File: config.mk
export PLATFORM = sky130hd
export DESIGN_NAME = branch_resolver
export DESIGN_NICKNAME = d
export VERILOG_FILES = /design/src/rtl/branch_resolver.sv
export SDC_FILE = /design/constraint.sdc
export NUM_CORES = 1
export LEC_CHECK = 0
export ABC_AREA = 1
export CORE_ASPECT_RATIO = 0.5
export CORE_MARGIN = 2
export CORE_UTILIZATION = 56
export CTS_CLUSTER_DIAMETER = 50
export DETAILED_ROUTE_END_ITERATION = 8
export GPL_ROUTABILITY_DRIVEN = 0
export PLACE_DENSITY = 0.95
export SETUP_SLACK_MARGIN = 0.3
export SLEW_MARGIN = 20
export SYNTH_ARGS = -nofsm -noshare
export SYNTH_HDL_FRONTEND = slang
export SYNTH_SLANG_ARGS = --single-unit
export TNS_END_PERCENT = 30
File: constraint.sdc
create_clock -name clk -period 11.7 [get_ports clk]
set_input_delay 1.17 -clock clk [delete_from_list [all_inputs] [get_ports clk]]
set_output_delay 1.17 -clock clk [all_outputs]
set_load 0.005 [all_outputs]
File: src/rtl/branch_resolver.sv
// Resolves EX control flow against the IF prediction: issues a one-cycle redirect/flush on a mispredict
// and queues conditional-branch outcomes as predictor training updates, delivered when IF is not doing a lookup.
module branch_resolver #(
    parameter int QDEPTH = 4,
    parameter int PC_W   = 32,
    parameter int CNT_W  = 32
) (
    input  logic             clk,
    input  logic             rst,
    input  logic             br_valid,
    input  logic [PC_W-1:0]  br_pc,
    input  logic             br_is_cond,
    input  logic             br_taken,
    input  logic [PC_W-1:0]  br_target,
    input  logic [PC_W-1:0]  br_pred_pc,
    input  logic             get_predict,
    output logic             update_predict,
    output logic             jump,
    output logic [PC_W-1:0]  last_branch_pc,
    output logic             redirect_valid,
    output logic [PC_W-1:0]  redirect_pc,
    output logic             flush,
    output logic             stall_ex,
    output logic [CNT_W-1:0] branch_count,
    output logic [CNT_W-1:0] mispredict_count,
    output logic [CNT_W-1:0] drop_count
);
    localparam int AW = $clog2(QDEPTH);
    localparam int CW = AW + 1;

    logic [PC_W-1:0]   q_pc [QDEPTH];
    logic [QDEPTH-1:0] q_taken;
    logic [AW-1:0]     rd_ptr;
    logic [AW-1:0]     wr_ptr;
    logic [CW-1:0]     count;
    logic [CW-1:0]     count_next;

    logic              accept_p0;
    logic [PC_W-1:0]   next_pc_p0;
    logic              mispredict_p0;
    logic              push_req_p0;
    logic              push;
    logic              pop;
    logic              empty;
    logic              full;
    logic              drop;

    // Stage p0: resolve the branch presented by EX; a flush cycle marks it as wrong-path
    always_comb begin
        accept_p0     = br_valid & ~flush;
        next_pc_p0    = br_taken ? br_target : (br_pc + PC_W'(4));
        mispredict_p0 = accept_p0 & (next_pc_p0 != br_pred_pc);
        push_req_p0   = accept_p0 & br_is_cond;
    end

    always_comb begin
        empty = (count == '0);
        full  = (count == CW'(QDEPTH));
        pop   = ~empty & ~get_predict;
        // A full queue can still accept when the head leaves in the same cycle
        push  = push_req_p0 & (~full | pop);
        drop  = push_req_p0 & full & ~pop;
    end

    always_comb begin
        count_next = count;
        case ({push, pop})
            2'b10:   count_next = count + CW'(1);
            2'b01:   count_next = count - CW'(1);
            default: count_next = count;
        endcase
    end

    assign update_predict = pop;
    assign stall_ex       = full;
    assign jump           = pop & q_taken[rd_ptr];
    assign last_branch_pc = pop ? q_pc[rd_ptr] : '0;

    // Queue storage holds no state that matters while empty, so it is not reset
    always_ff @(posedge clk) begin
        if (push) begin
            q_pc[wr_ptr]    <= br_pc;
            q_taken[wr_ptr] <= br_taken;
        end
    end

    always_ff @(posedge clk) begin
        if (rst) begin
            rd_ptr <= '0;
            wr_ptr <= '0;
            count  <= '0;
        end else begin
            if (push) wr_ptr <= wr_ptr + AW'(1);
            if (pop)  rd_ptr <= rd_ptr + AW'(1);
            count <= count_next;
        end
    end

    // Stage p1: registered redirect, flush and performance counters
    always_ff @(posedge clk) begin
        if (rst) begin
            redirect_valid   <= 1'b0;
            flush            <= 1'b0;
            redirect_pc      <= '0;
            branch_count     <= '0;
            mispredict_count <= '0;
            drop_count       <= '0;
        end else begin
            redirect_valid <= mispredict_p0;
            flush          <= mispredict_p0;
            if (mispredict_p0) redirect_pc <= next_pc_p0;
            branch_count     <= branch_count + CNT_W'(accept_p0);
            mispredict_count <= mispredict_count + CNT_W'(mispredict_p0);
            drop_count       <= drop_count + CNT_W'(drop);
        end
    end
endmodule

* Word-level counts from Yosys, hierarchy flattened
Memories as Yosys holds them, arrays and structs flattened. A register that Yosys moved wholly into a read port is not among the register bits. Index checks and enable logic that the tools add are counted. W data, S select, Z words.
Operators by class: $add $sub $neg 8, magnitude comparators 3, equal/unequal tests 4, mux-type cells 12, bitwise operators 14, reduce and logical (&&, ||, !) cells 3
Operators with widths (count):
- $add A32 B1 Y32 | 3
- $mux W32 | 2
- $add A32 B3 Y32 const B | 1
- $ne A32 B32 Y1 | 1
- $and A1 B1 Y1 | 8
- $lt A2 B3 Y1 const B | 2
- $pmux W3 S2 | 1
- $not A1 Y1 | 5
- $add A2 B1 Y2 const B | 2
- $bwmux W4 | 1
- $mux W1 | 4
- $mux W2 | 2
- $add A3 B1 Y3 const B | 1
- $eq A3 B3 Y1 const B | 1
- $logic_not A3 Y1 | 1
- $sub A3 B1 Y3 const B | 1
- $bmux W1 S2 | 1
- $demux W1 S2 | 1
- $eq A2 B1 Y1 const B | 1
- $eq A2 B2 Y1 const B | 1
- $ge A2 B1 Y1 const B | 1
- $reduce_bool A2 Y1 | 1
- $logic_and A1 B1 Y1 | 1
- $or A1 B1 Y1 | 1
Word-level totals: register bits after elaboration 140, RAM bits 128, bits of input ports 102, output and inout bits 165, logic and storage cells 54, memories 1
Memories:
- q_pc | words 4, bits a word 32, rd ports 1, clocked after Yosys merged registers in 1, write ports 1, line 31 | logic [PC_W-1:0] q_pc [QDEPTH];

* Logic depth before layout (Yosys ltp)
Gate-level depths: netlist of run 1.
word-level depth 7, mapped depth 34, gate-level depth less buffers 33

* Least setup slack after synthesis of run 1
OpenSTA, ideal clock, no wires.
path type input -> register, start input br_pc[2], end register mispredict_count[26], library setup time 0.086 ns, arrival 4.508 ns, required time 11.614 ns, setup slack 7.106 ns, stages on the path 30, buffers on the path 1, cells stage by stage ha_1 -> nand2_2 -> nor2_4 -> nand2_4 -> nor2_4 -> nand3_1 -> nand2_1 -> nand2_1 -> nand2_1 -> nand2_1 -> nand2_1 -> nor2_1 -> nand2_1 -> nor2_2 -> nand3_2 -> nand2_4 -> inv_2 -> buf_6 -> ha_1 -> ha_1 -> nand2_1 -> nor2_1 -> nand4_1 -> nor3_1 -> nand2_1 -> nor3_2 -> nand2_1 -> nor3_1 -> nand3_1 -> a211oi_1
Between the ends: cells in the longest elaborated chain, start to end 5
RTL lines:
- start: declaration | line 11 | input logic [PC_W-1:0] br_pc,
- $add A32 B3 Y32 | line 51 | next_pc_p0 = br_taken ? br_target : (br_pc + PC_W'(4));
- $mux W32 | line 51
- $ne A32 B32 Y1 | line 52 | mispredict_p0 = accept_p0 & (next_pc_p0 != br_pred_pc);
- $and A1 B1 Y1 | line 52
- net mispredict_p0 | line 40 | logic mispredict_p0;
- $add A32 B1 Y32 | line 113 | mispredict_count <= mispredict_count + CNT_W'(mispredict_p0);
- end signal: assignment | line 113
- end: declaration | line 25 | output logic [CNT_W-1:0] mispredict_count,
The timed path passes the listed nets, and every way through them passes these cells. A chain may end at the register's enable or synchronous reset.

* Worst setup path in the final report of run 1
start input br_taken, end register mispredict_count[26]
Between the ends: cells in the longest elaborated chain, start to end 4
RTL lines:
- start: declaration | line 13 | input logic br_taken,
- $mux W32 | line 51
- $ne A32 B32 Y1 | line 52
- $and A1 B1 Y1 | line 52
- $add A32 B1 Y32 | line 113
Every way passes these cells.

==> qor.yml, run 1 <==
final_antenna_net_count: 0
grt_pass1_vias: 11700
drt_wl_total_um: 37500
slew_violations: 0
swShare_pct: 26.6
p_sw_w: 0.000578
p_leak_nw: 6.17
tns_ns: 0
skew_ns: 0.0159
relSlewSlack_pct: 42.8
reg2reg_from: "flush$_SDFF_PP0_"
grt_max_degree: 65
yosysTopAreaCellShare_pct: 30.3
drcViolationCount: 0
fp.dieH_um: 112
viasPerCell: 5.54
rsz0062_at_grt: "no"
fmax_ghz: 0.154
clk_latency_ns: 0.54
grt_usage_pct: 30.2
multi_input_comb_area_sq_um: 5540
holdWs_ns: 0.457
cts_buffer_depth: 3
seqPwrFrac_pct: 47.6
syn_area_per_cell_sq_um: 7.96
synth_seq_area_share_pct: 51.4
setup_viol: 0
cts_tree: "yes"
synth_common_cells: "nor2_1 (314), nand2_1 (306), inv_1 (142), dfxtp_1 (138), edfxtp_1 (132)"
cts_hold_buf: 0
synth_nets: 1758
die-area_sq_um: 24700
peakVddDrop_mv: 0.103
first_pass_iters: 7
post-synth-top-count-cell: "nor2_1"
initial_utilization_pct: 57.1
p_int_w: 0.00159
finalHoldViolCount: 0
async_flop_share_pct: 0
fillers: 1577
finalCritPeriodShare_pct: 55.6
clk_pin_slew_ns: 0.07
p_comb_share_pct: 17.0
synthFlopType: "dfxtp_1"
wl_per_cell_um: 16.9
critPathCaptureType: "register"
ys_seq_elements: 270
synth_top_area_cell: "edfxtp_1"
required_ns: 12.14
synth.area.top_cells: "edfxtp_1 (30%), dfxtp_1 (21%), nor2_1 (9.0%)"
cp_cell_sequence: "clkdlybuf4s50_1 > inv_2 > or2_2 > nand2_1 > nand2_1 > nand2_1 > nor2_1 > nand2_1 > nor2_2 > nand3_2 > nand2_4 > inv_2 > ha_1 > ha_1 > nand2_1 > nor2_1 > nand4_1 > nor3_1 > nand2_1 > nor3_2 > nand2_1 > nor3_1 > nand3_1 > a211oi_1"
synth_edf_count: 132
dp_slack_ns: 4.79
htreeDepth: 1
dp_hpwl_um: 25800
power_density_nw_per_um2: 130
crit_path_end: "mispredict_count[26]$_SDFF_PP0_"
hold_path.class: "reg2reg"
max_stage_delay_ns: 0.82
setup_ws_ns: 5.19
overflow: 0
tightestPinTransition_ns: 0.856
root_buffer: "clkbuf_16"
drive_above_1_share_pct: 7.38
cpMostUsedCell: "nand2_1"
cap_violations: 0
clock_sinks: 270
worstPathArrival_ns: 6.96
die_w_um: 220
yosysWarnings: 0
num_vias: 12300
drt_iter0_drc: 1386
layout_min_cycle_time_ns: 6.51
clkPwrFrac_pct: 35.5
grt_pass1_wl_um: 59100
cts-resized-gates: 0
syn_inst: 1643
rr_worst_depth: 16
start_kind: "input pin"
critical_path.startpoint: "br_taken"
io_buffers: 266
antenna_found_initial: 0
ff2ff_setup_slack_ns: 7.68
numCtsBuffers: 25
reg2reg_to: "mispredict_count[26]$_SDFF_PP0_"
synth.distinct_cells: 43
core_region_area_sq_um: 22900
cts_setup_buffers: 0
syn_to_final_growth_pct: 28.0
row_count: 39
seq_area_sq_um: 6730
fin_nets: 2008
worst-setup-path-type: "in2reg"
status: "complete, no violations"
cp_max_fo: 56
cpMaxStageDelayCell: "clkdlybuf4s50_1"
boundaryPins: 267
synth_area_sq_um: 13100
min-delay-start: "branch_count[31]$_SDFF_PP0_"
sequential cells by signal (all words and copies together), names as in the netlist, named ones only:
register,cells
rd_ptr,2
drop_count,32
branch_count,32
count,3
redirect_pc,32
q_pc,128
flush,1
wr_ptr,2
mispredict_count,32
q_taken,4
per-layer routing:
metal,wire [um],GRT usage [%],vias to the layer above
li1,-,-,5925
met1,14500,38.3,5607
met2,17800,50.0,622
met3,3410,6.50,141
met4,1820,13.6,0
met5,0,0,-
cell type report:
class                           count  share of cell area, %
Clock inverter                      9                  0.314
Clock buffer                       35                   4.20
Inverter                          153                   3.43
Multi-Input combinational cell   1166                   33.1
Timing Repair Buffer              277                   16.4
Tap cell                          307                   2.30
Sequential cell                   270                   40.2
Antenna cell                        1                 0.0150
how the worst min path moves through the flow:
stage | endpoint | slack [ns] | cells past startpoint
finish | branch_count[31]$_SDFF_PP0_ | 0.46 | 1
global route | branch_count[31]$_SDFF_PP0_ | 0.50 | 1
CTS | branch_count[31]$_SDFF_PP0_ | 0.45 | 1
detailed placement | branch_count[31]$_SDFF_PP0_ | 0.44 | 1
global placement | branch_count[31]$_SDFF_PP0_ | 0.44 | 1
floorplan | branch_count[31]$_SDFF_PP0_ | 0.45 | 1
layout by cell type (no fill, tap or decap), types with 11 or more instances in the layout:
cell and instances:
buf_4 11, a21oi_1 101, nand4_1 15, nand2_1 306, nand3_1 103, inv_1 141
clkdlybuf4s50_1 265, edfxtp_1 132, ha_1 12, o21ai_0 117, nor3_1 45, nand3b_1 16
dfxtp_1 137, clkbuf_16 25, nor2_2 41, or2_2 20, nor2_1 309
cell families (layout without fill, tap and decap cells):
family	Yosys count	in the layout	share of synthesized area, %
fa+ha+maj	13	13	1.30
other cells	0	1	0
compound gates	248	248	9.90
buf+inv	207	474	6.24
xor+xnor	14	14	0.938
flops	270	270	51.4
simple gates	889	889	30.0
mux	2	2	0.153
stage by stage:
stage	cells	power [W]	instance area, sq um	util, %
finish	2218	0.00217	16700	73.1
global route	2217	0.00226	16700	73.1
CTS	2217	0.00218	16700	73.1
detailed placement	2173	0.00141	16000	69.8
global placement	2173	0.00140	16000	69.8
floorplan	1643	0.00124	13100	-
worst max-delay path, delay by kind of cell:
| kind | cells | cell delay (ns) |
|---|---|---|
| AOI/OAI and AO/OA | 1 | 0.20 |
| adders and majority gates | 2 | 0.52 |
| and+or+nand+nor | 18 | 3.09 |
| buffers and inverters | 3 | 1.95 |
power groups by stage:
stage                     Sequential [W]  Clock (W)  Combinational, W
after floorplan                  0.00105          0          0.000187
after global placement           0.00105          0          0.000349
after detailed placement         0.00105          0          0.000359
after CTS                        0.00103   0.000783          0.000366
after global routing             0.00103   0.000824          0.000402
final                            0.00103   0.000771          0.000368
(Power assumes the default switching activity.)
==> run 2, diff against run 1 <==
--- a/config.mk
+++ b/config.mk
@@ -8,11 +8,11 @@
 export ABC_AREA = 1
 export CORE_ASPECT_RATIO = 0.5
 export CORE_MARGIN = 2
-export CORE_UTILIZATION = 56
+export CORE_UTILIZATION = 52
 export CTS_CLUSTER_DIAMETER = 50
 export DETAILED_ROUTE_END_ITERATION = 8
 export GPL_ROUTABILITY_DRIVEN = 0
-export PLACE_DENSITY = 0.95
+export PLACE_DENSITY = 0.92
 export SETUP_SLACK_MARGIN = 0.3
 export SLEW_MARGIN = 20
 export SYNTH_ARGS = -nofsm -noshare
==> constraint.sdc (replaced) <==
create_clock -name clk -period 6.1 [get_ports clk]
set_input_delay 0.61 -clock clk [delete_from_list [all_inputs] [get_ports clk]]
set_output_delay 0.61 -clock clk [all_outputs]
set_load 0.005 [all_outputs]
==> run 2 against run 1 <==
Non-clock buffer count rose by 2. Design area is 0.79% higher. Critical path depth is 4 higher. Sequential cell count is the same. Core utilization down 3.8 points. Combinational power up 89%. Sequential share of layout area decreased by 0.32 points. Via count decreased by 0.50%. Die area up 7.5%. Wire length rose by 0.58%. Sequential power grew 93%. Register-to-register slack got worse by 5.2 ns. Highest routed layer unchanged.
==> qor.yml, run 2 (same netlist as run 1, synthesis figures left out) <==
status: "complete, no violations"
slew_violations: 0
tns_ns: 0
start_kind: "input pin"
drive_above_1_share_pct: 7.64
hold_path.class: "reg2reg"
worst-setup-path-type: "in2reg"
fin_nets: 2009
skew_ns: 0.0231
viasPerCell: 5.44
root_buffer: "clkbuf_16"
p_leak_nw: 6.21
htreeDepth: 1
grt_usage_pct: 27.3
die-area_sq_um: 26500
postPlaceCellArea_sq_um: 16000
cts_tree: "yes"
io_buffers: 266
boundaryPins: 267
clk_pin_slew_ns: 0.07
clk_latency_ns: 0.53
reg2reg_from: "flush$_SDFF_PP0_"
layout_commonest_cell: "nor2_1"
holdWs_ns: 0.473
clock_sinks: 270
syn_to_final_growth_pct: 29.0
peakVddDrop_mv: 0.190
wl_per_cell_um: 16.8
row_count: 40
largest_reg_flops: 128
tightestPinTransition_ns: 0.954
power_density_nw_per_um2: 253
fillers: 1799
fmax_ghz: 0.213
dp_hpwl_um: 26100
worstPathArrival_ns: 5.13
die_w_um: 228
top_register: "q_pc"
critPathCaptureType: "register"
critical_path.startpoint: "br_pc[2]"
final_util_pct: 69.3
drcViolationCount: 0
numCtsBuffers: 24
first_pass_iters: 5
drt_wl_total_um: 37700
setup_viol: 0
final_cell_mix: "nor2_1 (309), nand2_1 (306), clkdlybuf4s50_1 (265)"
cts_setup_buffers: 0
dp_slack_ns: 1.02
max_stage_delay_ns: 0.62
num_vias: 12200
grt_max_degree: 65
relSlewSlack_pct: 36.3
fp.dieH_um: 116
min-delay-start: "branch_count[25]$_SDFF_PP0_"
setup_ws_ns: 1.41
drt_iter0_drc: 1244
rsz0062_at_grt: "no"
cpMaxStageDelayCell: "clkdlybuf4s50_1"
grt_pass1_vias: 11500
layout_min_cycle_time_ns: 4.69
cts-resized-gates: 0
cp_top_family: "simple AND/OR/NAND/NOR gates"
cpMostUsedCell: "nand2_1"
finalHoldViolCount: 0
initial_utilization_pct: 53.8
finalCritPeriodShare_pct: 76.8
antenna_found_initial: 1
cts_hold_buf: 0
overflow: 0
critPathBufInv: 2
core_region_area_sq_um: 24300
cts_buffer_depth: 3
required_ns: 6.54
grt_pass1_wl_um: 57800
cp_max_fo: 7
final_antenna_net_count: 0
postLayoutCellArea_sq_um: 16900
cap_violations: 0
run 2: cell types whose count changed in the layout (fill, tap and decap cells not counted), sizes merged:
cell,change
diode,+2
clkinv,-6
bufinv,+1
buf,+2
clkbuf,+2
clkinvlp,+2
run 2: cell type report:
cell class | instances | area [sq um] | area share, %
flip-flops and latches | 270 | 6730 | 39.9
well taps | 336 | 420 | 2.49
clock buffers | 37 | 772 | 4.58
repair buffers | 279 | 2760 | 16.3
inverters | 153 | 574 | 3.41
diodes | 3 | 7.51 | 0.0445
clock inverters | 6 | 60.1 | 0.356
multi-input cells | 1166 | 5540 | 32.9
run 2: metrics by stage:
step,power (W),std cells
6_report,0.00427,2250
3_3_place_gp,0.00269,2204
2_1_floorplan,0.00238,1643
4_1_cts,0.00428,2247
3_5_place_dp,0.00271,2204
5_1_grt,0.00444,2248
run 2: power breakdown:
part / total [W] / internal [W] / leakage (nW) / switching (W)
combinational: 0.000694 / 0.000297 / 3.49 / 0.000396
clock: 0.00159 / 0.000914 / 0.408 / 0.000674
sequential: 0.00199 / 0.00195 / 2.32 / 0.0000355
run 2: worst paths after layout:
check | end | slack, ns | cells past startpoint
hold reg to reg | branch_count[25]$_SDFF_PP0_ | 0.47 | 2
hold / removal | branch_count[25]$_SDFF_PP0_ | 0.47 | 2
setup / recovery | mispredict_count[26]$_SDFF_PP0_ | 1.41 | 28
setup reg to reg | branch_count[30]$_SDFF_PP0_ | 2.51 | 18
run 2: per-layer routing:
| metal | routed length, um | vias to the layer above | share of wire (%) | track usage [%] |
|---|---|---|---|---|
| li1 | - | 5920 | - | - |
| met1 | 14800 | 5679 | 39 | 33.0 |
| met2 | 18500 | 521 | 49 | 48.4 |
| met3 | 3000 | 114 | 7.9 | 5.91 |
| met4 | 1440 | 0 | 3.8 | 11.2 |
| met5 | 0 | - | 0 | 0 |
run 2: worst reg2reg max path, delay by kind of cell, from the launching register on:
family	cells	cell delay, ns
compound gates	1	0.14
fa+ha+maj	2	0.61
buf+inv	1	0.36
simple gates	14	2.04
flops	1	0.35
==> run 3, diff against run 2 <==
==> constraint.sdc (replaced) <==
create_clock -name clk -period 4.8 [get_ports clk]
set_input_delay 0.48 -clock clk [delete_from_list [all_inputs] [get_ports clk]]
set_output_delay 0.48 -clock clk [all_outputs]
set_load 0.005 [all_outputs]
==> run 3 against run 2 <==
Power rose by 28%. Non-clock buffer count rose by 21. Sequential power rose by 27%. Final cell count rose by 0.89%. Critical path depth fell by 1. Clock-buffer cell count fell by 6. Core utilization rose by 1.0 points. Sequential cell count did not move. Clock power rose by 27%. Combinational power rose by 33%. Clock skew fell by 0.0093 ns. Critical endpoint is now mispredict_count[28]$_SDFF_PP0_. Largest cell class unchanged.
==> qor.yml, run 3 (same netlist as run 1, synthesis figures left out) <==
peakVddDrop_mv: 0.195
p_leak_nw: 6.52
status: "complete, no violations"
cts_hold_buf: 0
clock_sinks: 270
grt_pass1_wl_um: 60600
clk_pin_slew_ns: 0.08
drive_above_1_share_pct: 9.01
die_w_um: 228
largest_reg_flops: 128
holdWs_ns: 0.362
wl_per_cell_um: 17.7
grt_max_degree: 65
tightestPinTransition_ns: 0.755
cap_violations: 0
met2_usage_pct: 50.6
hold_path.class: "in2reg"
reg2reg_from: "flush$_SDFF_PP0_"
start_kind: "input pin"
antenna_found_initial: 2
worstPathArrival_ns: 4.84
slew_violations: 0
final_antenna_net_count: 0
grt_util_met1_pct: 34.8
numCtsBuffers: 24
top_register: "q_pc"
drcViolationCount: 0
final_util_pct: 70.4
finalHoldViolCount: 0
layout_commonest_cell: "nor2_1"
worst-setup-path-type: "in2reg"
grt_pass1_vias: 11800
use_met3_pct: 6.03
power_density_nw_per_um2: 319
relSlewSlack_pct: 49.6
dp_hpwl_um: 26500
io_buffers: 266
core_region_area_sq_um: 24300
drt_iter0_drc: 1567
grt_busiest_layer: "met2"
rsz0062_at_grt: "no"
root_buffer: "clkbuf_16"
grt_usage_pct: 28.7
fmax_ghz: 0.225
htreeDepth: 1
skew_ns: 0.0137
fp.dieH_um: 116
critical_path.startpoint: "br_pc[5]"
viasPerCell: 5.54
clk_latency_ns: 0.53
num_vias: 12600
drt_wl_total_um: 40100
boundaryPins: 267
initial_utilization_pct: 53.8
min-delay-start: "br_pc[6]"
layout_min_cycle_time_ns: 4.45
fin_nets: 2030
cts_buffer_depth: 3
final_cell_mix: "nor2_1 (306), nand2_1 (305), clkdlybuf4s50_1 (243)"
cts_tree: "yes"
finalCritPeriodShare_pct: 92.7
cp_max_fo: 6
first_pass_iters: 7
tns_ns: 0
die-area_sq_um: 26500
overflow: 0
setup_viol: 0
required_ns: 5.20
row_count: 40
syn_to_final_growth_pct: 30.9
critPathCaptureType: "register"
run 3: final timing paths:
| check | depth (start not counted) | to | slack (ns) |
|---|---|---|---|
| setup / recovery | 27 | mispredict_count[28]$_SDFF_PP0_ | 0.35 |
| setup reg to reg | 16 | mispredict_count[28]$_SDFF_PP0_ | 1.35 |
| hold / removal | 1 | q_pc[2][6]$_DFFE_PP_ | 0.36 |
| hold reg to reg | 2 | branch_count[25]$_SDFF_PP0_ | 0.46 |
run 3: critical path, stage by stage:
cell and delay (ns):
clkdlybuf4s50_1 0.58, nand2_1 0.14, nor2_4 0.17, nand2_2 0.14, a21oi_1 0.29, nand2_1 0.14
o21ai_1 0.18, nand2_1 0.08, nand3_1 0.13, nor2_1 0.05, nand2_1 0.06, nor2_1 0.04
nand3_2 0.10, nand2_4 0.08, inv_2 0.08, ha_1 0.17, ha_1 0.17, nand2_1 0.08
nor2_1 0.16, nand4_1 0.24, nor3_2 0.20, nand2_1 0.12, nor3_2 0.22, nand2_1 0.17
nor2_1 0.30, and3_1 0.21, nor3_1 0.05
run 3: metrics by stage:
stage	area [sq um]	std cells	setup slack [ns]	total power, W
2_1_floorplan	13100	1643	0.896	0.00302
3_3_place_gp	16200	2221	0.0997	0.00343
3_5_place_dp	16200	2221	-0.0446	0.00346
4_1_cts	17000	2264	0.354	0.00545
5_1_grt	17100	2270	0.114	0.00565
6_report	17100	2270	0.351	0.00546
run 3: metal layers:
| layer | up-vias | wire length (um) |
|---|---|---|
| li1 | 5964 | - |
| met1 | 5818 | 15500 |
| met2 | 662 | 19500 |
| met3 | 138 | 3490 |
| met4 | 0 | 1700 |
| met5 | - | 0 |
run 3: layout make-up:
cell class	count	area, sq um
diodes	2	5.00
clock buffers	31	699
clock inverters	12	115
fillers	1745	7210
inverters	153	574
multi-input cells	1166	5590
flip-flops and latches	270	6730
well taps	336	420
repair buffers	300	2980
run 3: power by group:
part | total (W) | switching [W] | internal (W) | leakage, nW
clock | 0.00202 | 0.000878 | 0.00114 | 0.408
combinational | 0.000922 | 0.000533 | 0.000389 | 3.79
sequential | 0.00252 | 0.0000405 | 0.00248 | 2.32
run 3: repair_timing:
action,CTS,global route
setup buffers,0,4
setup endpoints to repair,0,14
gates resized for setup,0,33
